`src/rtl/register_readout_unit.sv`:
```
// -----------------------------------------------------------------------------
// register_readout_unit
//
// Reader side of the register bank.
// A start request takes a snapshot of every register from the packed reg_bus.
// The unit then streams the snapshot out one word per valid/ready transfer,
// starting at index 0. After the last word is accepted it pulses done for one
// cycle and returns to idle.
//
// State table
//   state   | meaning
//   --------+---------------------------------------------------------------
//   st_idle | waiting for start; outputs quiet
//   st_send | offering snapshot[out_idx]; advances on each accepted transfer
//   st_done | one-cycle completion pulse, busy still high
//
// Ports
//   clk        rising-edge clock
//   rst        synchronous, active-high reset
//   reg_bus    packed register outputs; reg i = reg_bus[i*word_size +: word_size]
//   start      readout request, sampled only in st_idle
//   d_out      word currently offered
//   out_idx    register index of d_out
//   out_valid  d_out/out_idx valid
//   out_ready  consumer accepts the word when high together with out_valid
//   busy       high in st_send and st_done
//   done       one-cycle pulse after the last word is accepted
// -----------------------------------------------------------------------------
module register_readout_unit #(
    parameter int word_size = 8,
    parameter int num_regs  = 4,
    parameter int idx_w     = 2
) (
    input  logic                          clk,
    input  logic                          rst,
    input  logic [word_size*num_regs-1:0] reg_bus,
    input  logic                          start,
    output logic [word_size-1:0]          d_out,
    output logic [idx_w-1:0]              out_idx,
    output logic                          out_valid,
    input  logic                          out_ready,
    output logic                          busy,
    output logic                          done
);

    typedef enum logic [1:0] {
        st_idle = 2'd0,
        st_send = 2'd1,
        st_done = 2'd2
    } state_t;

    localparam logic [idx_w-1:0] last_idx = idx_w'(num_regs - 1);

    state_t               state;
    logic [word_size-1:0] snapshot [num_regs];
    logic [idx_w-1:0]     next_idx;
    logic                 xfer;

    assign next_idx = out_idx + idx_w'(1);
    assign xfer     = out_valid & out_ready;

    always_ff @(posedge clk) begin
        if (rst) begin
            state     <= st_idle;
            d_out     <= '0;
            out_idx   <= '0;
            out_valid <= 1'b0;
            busy      <= 1'b0;
            done      <= 1'b0;
            for (int i = 0; i < num_regs; i++) begin
                snapshot[i] <= '0;
            end
        end else begin
            case (state)
                st_idle: begin
                    done <= 1'b0;
                    busy <= 1'b0;
                    if (start) begin
                        for (int i = 0; i < num_regs; i++) begin
                            snapshot[i] <= reg_bus[i*word_size +: word_size];
                        end
                        // Word 0 goes straight from the bus so it is offered
                        // in the first SEND cycle without waiting on the snapshot.
                        d_out     <= reg_bus[word_size-1:0];
                        out_idx   <= '0;
                        out_valid <= 1'b1;
                        busy      <= 1'b1;
                        state     <= st_send;
                    end
                end

                st_send: begin
                    if (xfer) begin
                        if (out_idx == last_idx) begin
                            out_valid <= 1'b0;
                            done      <= 1'b1;
                            state     <= st_done;
                        end else begin
                            out_idx <= next_idx;
                            d_out   <= snapshot[next_idx];
                        end
                    end
                end

                st_done: begin
                    done  <= 1'b0;
                    busy  <= 1'b0;
                    state <= st_idle;
                end

                default: begin
                    out_valid <= 1'b0;
                    busy      <= 1'b0;
                    done      <= 1'b0;
                    state     <= st_idle;
                end
            endcase
        end
    end

endmodule

```
`config.mk`:
```
export PLATFORM = sky130hd
export DESIGN_NAME = register_readout_unit
export DESIGN_NICKNAME = d
export VERILOG_FILES = /design/src/rtl/register_readout_unit.sv
export SDC_FILE = /design/constraint.sdc
export NUM_CORES = 1
export LEC_CHECK = 0
export ABC_AREA = 1
export CAP_MARGIN = 10
export CORE_MARGIN = 5
export CORE_UTILIZATION = 50
export DETAILED_ROUTE_END_ITERATION = 8
export HOLD_SLACK_MARGIN = 0.02
export PLACE_DENSITY = 0.79
export SLEW_MARGIN = 20
export SYNTH_ARGS = -nofsm -noshare
export SYNTH_HDL_FRONTEND = slang
export SYNTH_SLANG_ARGS = --single-unit
```
`constraint.sdc`:
```
create_clock -name clk -period 2.5 [get_ports clk]
set_clock_uncertainty 0.2 [all_clocks]
set_input_delay 0.25 -clock clk [delete_from_list [all_inputs] [get_ports clk]]
set_output_delay 0.25 -clock clk [all_outputs]
set_load 0.02 [all_outputs]
```
# Yosys cells after proc, flatten, opt, wreduce, memory -nomap -nowiden
# Memory sizes are Yosys's and may differ from the RTL's.
# Index checks and enable logic that the tools add are counted.
[op_classes] addsub=1 eq_ne=7 n_mux=27 bitwise_logic=7 reduce_logical=7
[op_table] op="2-to-1 mux 8 bit" count=7
[op_table] op="case mux 8 bit (2 select lines)" count=1
[op_table] op="2-to-1 mux 2 bit" count=6
[op_table] op="2-to-1 mux 1 bit" count=9
[op_table] op="!= test 2 bit, second input constant" count=4
[op_table] op="case mux 2 bit (2 select lines)" count=2
[op_table] op="AND reduction 4 bit" count=2
[op_table] op="== test 2 bit, second input constant" count=2
[op_table] op="bitwise OR 1 bit" count=4
[op_table] op="case mux 1 bit (3 select lines)" count=1
[op_table] op="AND reduction 3 bit" count=1
[op_table] op="adder 2 x 1 -> 2 bit, second input constant" count=1
[op_table] op="== test 2 x 1 -> 1 bit, second input constant" count=1
[op_table] op="logical NOT 2 bit" count=1
[op_table] op="inverter 1 bit" count=2
[op_table] op="case mux 1 bit (2 select lines)" count=1
[op_table] op="AND reduction 2 bit" count=1
[op_table] op="nonzero test 2 bit" count=1
[op_table] op="OR reduction 2 bit" count=1
[op_table] op="bitwise AND 1 bit" count=1
[totals] ff_bits=15 ram_bits=32 input_bits=36 out_inout_bits=13 elab_cells=56 n_memories=1
[mem_list] memory="snapshot" depth=4 width=8 rd=1 rd_clocked_by_memory_dff=0 write_ports=4 line="55" rtl="logic [word_size-1:0] snapshot [num_regs];"

# Depth between registers and ports, before layout
[depth] word_depth=5 ltp_mapped=9 mapped_depth_nobuf=7

# Least setup slack after synthesis
# OpenSTA, ideal clock, no wires.
[synth_timing] path_kind="reg-to-reg" start="register state[1]" end="memory snapshot[0][0] (enable)" setup_ps=389 arrival_ps=1249 required_time_ps=1911 slack_ps=662 path_stages_with_launch=4 path_buffers=0 synth_period_minus_slack_ps=1838 path_cell_list="dfxtp_1 > nor2_1 > nand2_1 > nand2_1"
[synth_rtl] element="start: declaration" line="54" rtl="state_t state;"
[synth_rtl] element="start signal: assignment" line="64" rtl="state <= st_idle;"
[synth_rtl] element="start signal: assignment" line="88" rtl="state <= st_send;"
[synth_rtl] element="start signal: assignment" line="97" rtl="state <= st_done;"
[synth_rtl] element="end: declaration" line="55"

# Final worst setup path
[layout_timing] start="register out_idx[0]" end="output out_idx[0]"
[layout_rtl] element="start: declaration" line="39" rtl="output logic [idx_w-1:0] out_idx,"
[layout_rtl] element="start signal: assignment" line="99" rtl="out_idx <= next_idx;"
# No word-level cell between the ends.

==> results_dict.tcl <==
set metrics [dict create \
    tns_ns 0 \
    rr_worst_depth 6 \
    hp-class "reg2reg" \
    p_leak_nw 1.33 \
    core_um2 4320 \
    insertedDiodeCount 0 \
    cts_max_path_buffers 2 \
    cap_violations 0 \
    viasPerCell 4.78 \
    reg2reg_to "d_out[5]$_SDFFE_PP0P_" \
    cts_root_buffer "clkbuf_8" \
    final_max_slew_viol_count 0 \
    fin_nets 359 \
    crit_start "out_idx[0]$_SDFFE_PP0P_" \
    layout_common_cells "nand2_1, clkdlybuf4s50_1, inv_1" \
    synthToLayoutAreaGrowth_pct 27.8 \
    syn_nets 310 \
    crit_cells 2 \
    postCtsHoldBufs 0 \
    routedWlPerCell_um 12.1 \
    path_class "reg2out" \
    slowest_stage "clkdlybuf4s50_1" \
    outcome "finished, final reports clean" \
    layout.cells.non_filler 375 \
    end_kind "output pin" \
    crit_family "buffers and inverters" \
    rsz0062_at_grt "no" \
    h-tree-depth 2 \
    post-cts-setup-buffer-count 0 \
    grt_pass1_vias 1708 \
    r2r-start "state[0]$_SDFFE_PP0P_" \
    use_met3_pct 3.90 \
    top_usage_layer "met2" \
    drcViolationCount 0 \
    post-route-min-period_ns 1.97 \
    synthCells 273 \
    rows 24 \
    critPathMaxFanout 18 \
    synth_warnings 0 \
    dr.pass1.iters 4 \
    die_area_um2 5850 \
    ios 49 \
    path_cells "buf_4, clkdlybuf4s50_1" \
    ff2ff_setup_slack_ns 0.70 \
    cpPeakStageDelay_ns 0.64 \
    clock.fmax_mhz 508 \
    maxSlewHeadroom_pct 70.5 \
    cp_num_buf_inv 2 \
    synth_area_um2 2210 \
    grt_max_degree 36 \
    die-width_um 76.5 \
    clock_latency_ns 0.30 \
    ant_nets 0 \
    ctsResizeCount 0 \
    worst_slew_pin_slew_ns 0.442 \
    final_common_cell "nand2_1" \
    drt_wl_total_um 4540 \
    ir_drop_mv 0.355 \
    antenna_found_initial 0 \
    vias 1794 \
    grtUsageMet2_pct 28.8 \
    drive_gt1_share_pct 5.26 \
    clock-sinks 47 \
    met1_usage_pct 17.9 \
    fin_crit_sh_pct 78.7 \
    initial_core_util_pct 51.1 \
    dp_cells 367 \
    overflow 0 \
    crit_arrival_ns 1.52 \
    grt_pass1_wl_um 7560 \
    clkSlewWorstSetupHoldPaths_ns 0.08 \
    dp_hpwl_um 3200 \
    cp_data_required_time_ns 2.05 \
    tritoncts "built" \
    syn_avg_cell_area_um2 8.10 \
    grt_use_total_pct 16.1 \
    dr.first_iter.drc_count 141 \
    cts_buffers 5 \
    endpoint "out_idx[0]" \
    yosysSeqAreaShare_pct 57.0 \
    fin_util_pct 65.3 \
    hold_viol 0 \
    dieHeight_um 76.5 \
    gp_congestion 0.796 \
    power_density_nw_per_um2 612 \
    port_buffers 48 \
    ys_ff_latch 47 \
    critPathLaunchType "flop" \
    setup_viol 0 \
    synth_cell_types 18 \
]
-- cell usage after synthesis --
cell type | count | share of area, %
nand3_1 | 22 | 5.0
a21oi_2 | 1 | 0.40
dfxtp_1 | 15 | 14
nand3_2 | 1 | 0.45
o21ai_1 | 1 | 0.23
buf_2 | 7 | 1.6
buf_6 | 2 | 1.0
nand2_2 | 1 | 0.28
nor2_1 | 35 | 5.9
edfxtp_1 | 32 | 43
a21oi_1 | 10 | 2.3
nand4_1 | 1 | 0.28
nor2_4 | 1 | 0.51
nand2_1 | 93 | 16
ha_1 | 1 | 0.57
inv_1 | 47 | 8.0
inv_2 | 2 | 0.34
buf_4 | 1 | 0.34
-- worst min path at each step --
stage,start,endpoint,slack (ns),cells past startpoint
after floorplan,rst,out_idx[1]$_SDFFE_PP0P_,0.11,1
after global routing,out_idx[1]$_SDFFE_PP0P_,out_idx[1]$_SDFFE_PP0P_,0.30,2
after CTS,done$_SDFFE_PP0P_,done$_SDFFE_PP0P_,0.28,2
after global placement,done$_SDFFE_PP0P_,done$_SDFFE_PP0P_,0.24,2
after detailed placement,done$_SDFFE_PP0P_,done$_SDFFE_PP0P_,0.27,2
final,busy$_SDFFE_PP0P_,busy$_SDFFE_PP0P_,0.28,2
-- tightest hold or removal path, cell delays in order (launching register included) --
cell	delay (ns)
dfxtp_1	0.32
nand3_1	0.07
nand2_1	0.05
-- power by group --
| group | internal, mW | switching (mW) | total [mW] | leakage, nW |
|---|---|---|---|---|
| Combinational | 0.147 | 0.182 | 0.329 | 0.814 |
| Sequential | 0.905 | 0.0270 | 0.932 | 0.470 |
| Clock | 0.223 | 0.243 | 0.466 | 0.0482 |
| Total | 1.28 | 0.452 | 1.73 | 1.33 |
-- flip-flops by register name, summed over array words and instances, names as in the netlist --
signal and flops:
snapshot 32, out_idx 2, done 1, busy 1
out_valid 1, d_out 8, state 2
-- logic make-up after synthesis --
group	after synthesis	share of synthesized area, %
compound gates	12	2.89
fa+ha+maj	1	0.566
buf+inv	59	11.3
flops	47	57.0
simple gates	154	28.2
-- through the flow --
step	total power [mW]	worst slack, ns	hold slack (ns)	instance area (um^2)
finish	1.73	0.533	0.276	2830
global route	1.82	0.458	0.304	2830
CTS	1.74	0.518	0.280	2830
detailed placement	1.28	0.470	0.268	2730
global placement	1.27	0.533	0.242	2730
floorplan	1.14	0.662	0.112	2210
-- metal layers --
layer  wire length, um  vias to the layer above
met5                 0                        -
met2              2300                       48
met3               245                        9
met1              1890                      806
li1                  -                      931
met4               108                        0
-- layout make-up --
| cell class | count | area (um^2) |
|---|---|---|
| fillers | 399 | 1500 |
| well taps | 52 | 65.1 |
| clock buffers | 7 | 86.3 |
| flip-flops and latches | 47 | 1260 |
| multi-input cells | 167 | 701 |
| repair buffers | 52 | 523 |
| clock inverters | 1 | 5.00 |
| inverters | 49 | 184 |
Power figures use the tool's default switching activity.
